## config.mk

```make
export PLATFORM = sky130hd
export DESIGN_NAME = sfp_send_scheduler
export DESIGN_NICKNAME = d
export VERILOG_FILES = /design/src/rtl/sfp_send_scheduler.sv
export SDC_FILE = /design/constraint.sdc
export NUM_CORES = 1
export LEC_CHECK = 0
export CAP_MARGIN = 5
export CORE_MARGIN = 2
export CORE_UTILIZATION = 46
export CTS_BUF_LIST = sky130_fd_sc_hd__clkbuf_4 sky130_fd_sc_hd__clkbuf_8 sky130_fd_sc_hd__clkbuf_16
export DETAILED_ROUTE_END_ITERATION = 12
export PLACE_DENSITY = 0.82
export SYNTH_ARGS = -nofsm -noshare
export SYNTH_HDL_FRONTEND = slang
export SYNTH_SLANG_ARGS = --single-unit
export TNS_END_PERCENT = 30
```

## constraint.sdc

```tcl
create_clock -name clk_50_pll -period 3.7 [get_ports clk_50_pll]
set_input_delay 0.555 -clock clk_50_pll [delete_from_list [all_inputs] [get_ports clk_50_pll]]
set_output_delay 0.555 -clock clk_50_pll [all_outputs]
set_load 0.02 [all_outputs]
```

## src/rtl/sfp_send_scheduler.sv

```systemverilog
// Multi-channel periodic send scheduler driving per-MAC cmd_send / start_ram_addr ports.
// Optional SEND_SCHED_STATS_EN adds saturating per-channel sent/skip counters.
module sfp_send_scheduler #(
  parameter int NUM_CH    = 2,
  parameter int CNT_W     = 32,
  parameter int ADDR_W    = 25,
  parameter int PULSE_LEN = 3
) (
  input  logic                     clk_50_pll,
  input  logic                     main_reset,
  input  logic                     mac_inited,
  input  logic                     rx_ready,
  input  logic [CNT_W-1:0]         period_i,
  input  logic [NUM_CH*CNT_W-1:0]  ch_offset_i,
  input  logic [NUM_CH*ADDR_W-1:0] ch_addr_i,
  input  logic [NUM_CH-1:0]        ch_en_i,
  input  logic [NUM_CH-1:0]        ch_busy_i,
  output logic [NUM_CH-1:0]        cmd_send_o,
  output logic [NUM_CH*ADDR_W-1:0] start_ram_addr_o,
  output logic                     running_o
`ifdef SEND_SCHED_STATS_EN
  ,
  output logic [NUM_CH*16-1:0]     sent_cnt_o,
  output logic [NUM_CH*16-1:0]     skip_cnt_o
`endif
);

  localparam int               PW      = $clog2(PULSE_LEN + 1);
  localparam logic [CNT_W-1:0] MIN_PER = CNT_W'(PULSE_LEN + 1);
  localparam logic [PW-1:0]    PLEN    = PW'(PULSE_LEN);

  typedef enum logic {IDLE, RUN} state_t;

  state_t             state;
  logic [CNT_W-1:0]   counter;
  logic [CNT_W-1:0]   per_eff;
  logic [CNT_W-1:0]   per_clamped;
  logic               link_ok;
  logic [NUM_CH-1:0]  trig;
  logic [PW-1:0]      pulse_cnt [NUM_CH];

  assign link_ok     = mac_inited & rx_ready;
  // Clamping guarantees a pulse always ends before its channel can trigger again.
  assign per_clamped = (period_i < MIN_PER) ? MIN_PER : period_i;

  always_comb begin
    trig = '0;
    for (int k = 0; k < NUM_CH; k++) begin
      trig[k] = (state == RUN) && link_ok && ch_en_i[k] &&
                (counter == ch_offset_i[k*CNT_W +: CNT_W]);
    end
  end

  always_ff @(posedge clk_50_pll or posedge main_reset) begin
    if (main_reset) begin
      state            <= IDLE;
      counter          <= '0;
      per_eff          <= MIN_PER;
      cmd_send_o       <= '0;
      start_ram_addr_o <= '0;
      running_o        <= 1'b0;
      for (int k = 0; k < NUM_CH; k++) pulse_cnt[k] <= '0;
    end else begin
      case (state)
        IDLE: begin
          if (link_ok) begin
            state     <= RUN;
            counter   <= '0;
            per_eff   <= per_clamped;
            running_o <= 1'b1;
          end
        end
        RUN: begin
          if (!link_ok) begin
            state      <= IDLE;
            counter    <= '0;
            running_o  <= 1'b0;
            cmd_send_o <= '0;
            for (int k = 0; k < NUM_CH; k++) pulse_cnt[k] <= '0;
          end else begin
            // Period changes are only picked up at the frame boundary.
            if (counter == per_eff - CNT_W'(1)) begin
              counter <= '0;
              per_eff <= per_clamped;
            end else begin
              counter <= counter + CNT_W'(1);
            end
            for (int k = 0; k < NUM_CH; k++) begin
              if (trig[k] && !ch_busy_i[k]) begin
                pulse_cnt[k]                          <= PLEN;
                cmd_send_o[k]                         <= 1'b1;
                start_ram_addr_o[k*ADDR_W +: ADDR_W]  <= ch_addr_i[k*ADDR_W +: ADDR_W];
              end else if (pulse_cnt[k] != '0) begin
                pulse_cnt[k]  <= pulse_cnt[k] - PW'(1);
                cmd_send_o[k] <= (pulse_cnt[k] > PW'(1));
              end
            end
          end
        end
        default: state <= IDLE;
      endcase
    end
  end

`ifdef SEND_SCHED_STATS_EN
  // Statistics survive link drops; only main_reset clears them.
  always_ff @(posedge clk_50_pll or posedge main_reset) begin
    if (main_reset) begin
      sent_cnt_o <= '0;
      skip_cnt_o <= '0;
    end else begin
      for (int k = 0; k < NUM_CH; k++) begin
        if (trig[k]) begin
          if (ch_busy_i[k]) begin
            if (skip_cnt_o[k*16 +: 16] != 16'hFFFF)
              skip_cnt_o[k*16 +: 16] <= skip_cnt_o[k*16 +: 16] + 16'd1;
          end else if (sent_cnt_o[k*16 +: 16] != 16'hFFFF) begin
            sent_cnt_o[k*16 +: 16] <= sent_cnt_o[k*16 +: 16] + 16'd1;
          end
        end
      end
    end
  end
`endif

endmodule

```

==> summary.md <==
| Metric | Value |
|---|---|
| Max VDD drop | `0.307 mV` |
| Total CTS buffers | `17` |
| Reg2Reg Capture Point | `per_eff[13]$_DFFE_PP0P_` |
| EDFF count, synth | `0` |
| Nets | `1298` |
| Sequential Area | `0.00306 mm^2` |
| Worst-margin pin slew | `a little under 800 ps` |
| Crit path launch type | `flop` |
| Total track usage | `0.269` |
| Clock sinks | `122` |
| Asr flop ratio synth | `1.00` |
| Critical path peak fanout | `24` |
| PD cells | `354 mW/mm^2` |
| Count of pins over their slew limit | `0` |
| Worst-path clk slew | `around 60 ps` |
| Largest net degree at the start of global routing | `69` |
| Placement Setup Slack | `153 ps` |
| # DRC | `0` |
| Pleak | `around 4.3 nW` |
| Synth Cell Area | `0.00838 mm^2` |
| Initial core utilization | `0.468` |
| Unrepaired setup endpoints after global routing | `no` |
| First-pass GRT wire length | `42.1 mm` |
| Synth cell count leaders | `121 x dfrtp_1, 119 x nand2_1, 86 x clkbuf_1, 72 x xnor2_1, 52 x nand4_1` |
| Worst Path Arrival | `3820 ps` |
| Clock skew | `5.95 ps` |
| Critical Path RT | `between 4000 and 5000 ps` |
| CORE AREA | `0.0179 mm^2` |
| Count leader, synth | `dfrtp_1` |
| Starting DRC count in detailed routing | `557` |
| Total number of vias | `8232` |
| Nature of the critical path endpoint | `flop` |
| Setup TNS | `0 ps` |
| Post-Syn Instances | `970` |
| Hold Path Depth | `1` |
| Deepest clock path buffer count | `2` |
| Cell Count, Final, Fillers Out | `roughly 1400` |
| Period minus WS final | `3500 ps` |
| Highest Clock Rate | `between 0.2 and 0.3 GHz` |
| Final WS setup | `198 ps` |
| CTS tree | `done` |
| Final period util | `0.947` |
| Placed Cells | `1345` |
| Die width | `139 um` |
| Hold_ws | `504 ps` |
| Post-synth top flop | `dfrtp_1` |
| Synth area leaders | `dfrtp_1 36%, xnor2_1 7.5%, mux2_2 6.9%` |
| Number of antenna diodes | `0` |
| Slowest cell on the critical path | `or4_1` |
| Routed Antenna Nets | `0` |
| Post-synthesis sequential area ratio | `0.364` |
| Area of the multi-input gates | `0.00482 mm^2` |
| Clk root buf | `clkbuf_16` |
| Routed len/inst | `18.8 um` |
| Initial antenna violation count | `0` |
| # IOs | `207` |
| Max Cap Viol | `0` |
| Syn_nets | `1133` |
| DP HPWL | `about 19 mm` |
| Dominant cell type by area after synthesis | `dfrtp_1` |
| Rows | `49` |
| YS warnings | `0` |
| Status | `complete, no violations` |
| R2R setup slack | `200 ps` |
| Crit path cell chain | `or4_1, or4_4, a311o_1, a2111oi_2, o2111ai_1, nor4_4, buf_12, buf_4, nand4_1, o211ai_1` |
| Hold endpoint | `start_ram_addr_o[16]$_DFFE_PP0P_` |
| Die Ht | `139 um` |
| Syn Area/Cell | `8.64 um^2` |
| DR vias/cell | `approximately 6.0` |
| Grt total ovfl | `0` |
| CP max stage delay | `570 ps` |
| H-Tree Depth | `4` |
| #FFs+latches synth | `122` |
| Number of global-route vias before repair | `8344` |
| Drt total wl | `roughly 26 mm` |
| Area grow syn2layout | `35.5%` |
| Worst min path class | `flop to flop` |
| Final setup violation count | `0` |
| Max_slew headroom | `0.482` |
| Clock latency on the worst-skew pair | `420 ps` |
| Worst reg-to-reg path cell count | `10` |
| First-pass DRT Iterations | `7` |
| Layout fillers | `1473` |
| Die ar. | `0.0193 mm^2` |
| Critical path class | `flop to flop` |
| Total power | `4.02 mW` |
| RR Startpoint | `per_eff[0]$_DFFE_PP0P_` |
| Final hold violation count | `0` |
| Yosys top cell area share | `0.361` |
| Netlist cell types | `58` |
| Layout cell share with drive strength beyond 1 | `0.127` |
| Min-delay src | `start_ram_addr_o[16]$_DFFE_PP0P_` |
| GP Congestion | `0.934` |
| IO buf count | `approximately 210` |
==> sequential cells by signal, indices dropped and copies added, names as in the netlist <==
| name | cells |
|---|---|
| pulse_cnt | 4 |
| cmd_send_o | 2 |
| start_ram_addr_o | 50 |
| per_eff | 32 |
| running_o | 1 |
| counter | 32 |
| state | 1 |
==> cells in the final DEF, fill, tap and decap left out, types with 5 or more instances in the layout <==
master,netlist,routed
o21ai_0,51,51
clkinvlp_4,0,8
buf_4,6,34
nand3b_1,12,12
inv_1,38,37
nand3_1,16,16
nand2_1,119,119
o211ai_1,32,32
nor3_1,34,34
a21o_1,8,8
clkdlybuf4s50_1,0,206
or3_1,10,10
mux2i_1,7,7
xnor2_1,72,72
nor2b_1,5,5
a31oi_1,34,34
ha_1,9,8
nor2_1,29,27
mux2_2,51,51
a21oi_1,12,11
dfrtp_1,121,120
nand4_1,52,52
buf_12,0,7
clkbuf_16,0,17
nor4_1,27,24
a2111oi_0,25,23
o31ai_1,8,8
xor2_1,29,29
or4_1,11,10
==> per-layer routing <==
layer	wire length, um	global-route usage	share of wire
met5	0	0	0
met3	2200	0.0767	0.085
met2	12500	0.458	0.48
met4	743	0.103	0.029
met1	10400	0.322	0.40
==> worst max-delay path by stage <==
| stage | from | end | slack, ps | depth (start not counted) |
|---|---|---|---|---|
| 2_1_floorplan | per_eff[7]$_DFFE_PP0P_ | counter[3]$_DFFE_PP0P_ | 170 | 12 |
| 6_report | per_eff[0]$_DFFE_PP0P_ | per_eff[13]$_DFFE_PP0P_ | 200 | 10 |
| 3_3_place_gp | per_eff[0]$_DFFE_PP0P_ | per_eff[14]$_DFFE_PP0P_ | 260 | 10 |
| 3_5_place_dp | per_eff[0]$_DFFE_PP0P_ | per_eff[25]$_DFFE_PP0P_ | 150 | 11 |
| 5_1_grt | per_eff[0]$_DFFE_PP0P_ | per_eff[25]$_DFFE_PP0P_ | 7 | 10 |
| 4_1_cts | per_eff[0]$_DFFE_PP0P_ | per_eff[25]$_DFFE_PP0P_ | 130 | 11 |
==> critical path: cells and delay by family, from the launching register on <==
kind	cells	cell delay [ps]
AO/OA/AOI/OAI	4	1050
buffers and inverters	2	440
flip-flops	1	420
AND/OR/NAND/NOR	4	1490
==> where the power goes <==
group | switching [mW] | leakage (nW) | internal, mW
Sequential | 0.125 | 1.60 | 1.41
Clock | 0.648 | 0.267 | 1.01
Combinational | 0.410 | 2.41 | 0.412
==> metrics by stage <==
| step | util | instance area (um^2) |
|---|---|---|
| after floorplan | - | 8380 |
| after global placement | 0.601 | 10800 |
| after detailed placement | 0.601 | 10800 |
| after CTS | 0.634 | 11300 |
| after global routing | 0.634 | 11400 |
| final | 0.634 | 11400 |
==> logic make-up after synthesis <==
logic type | synth area share
buffers and inverters | 0.0661
and+or+nand+nor | 0.208
muxes | 0.0769
AOI/OAI and AO/OA | 0.165
adders and majority gates | 0.0134
xor gates and xnor gates | 0.106
DFF | 0.364
==> layout make-up <==
| class | instances | area share |
|---|---|---|
| clock buffer | 18 | 0.0387 |
| clock inverter | 14 | 0.0131 |
| multi-input combinational | 708 | 0.424 |
| sequential | 122 | 0.269 |
| timing repair buffer | 247 | 0.216 |
| tap | 229 | 0.0252 |
| inverter | 39 | 0.0132 |
==> repair_timing <==
item                                    CTS  global route
endpoints found under the setup margin    0            54
buffers inserted                          0             0
resized for setup                         0             5
hold buffers                              0             0
Power figures use the tool's default switching activity.
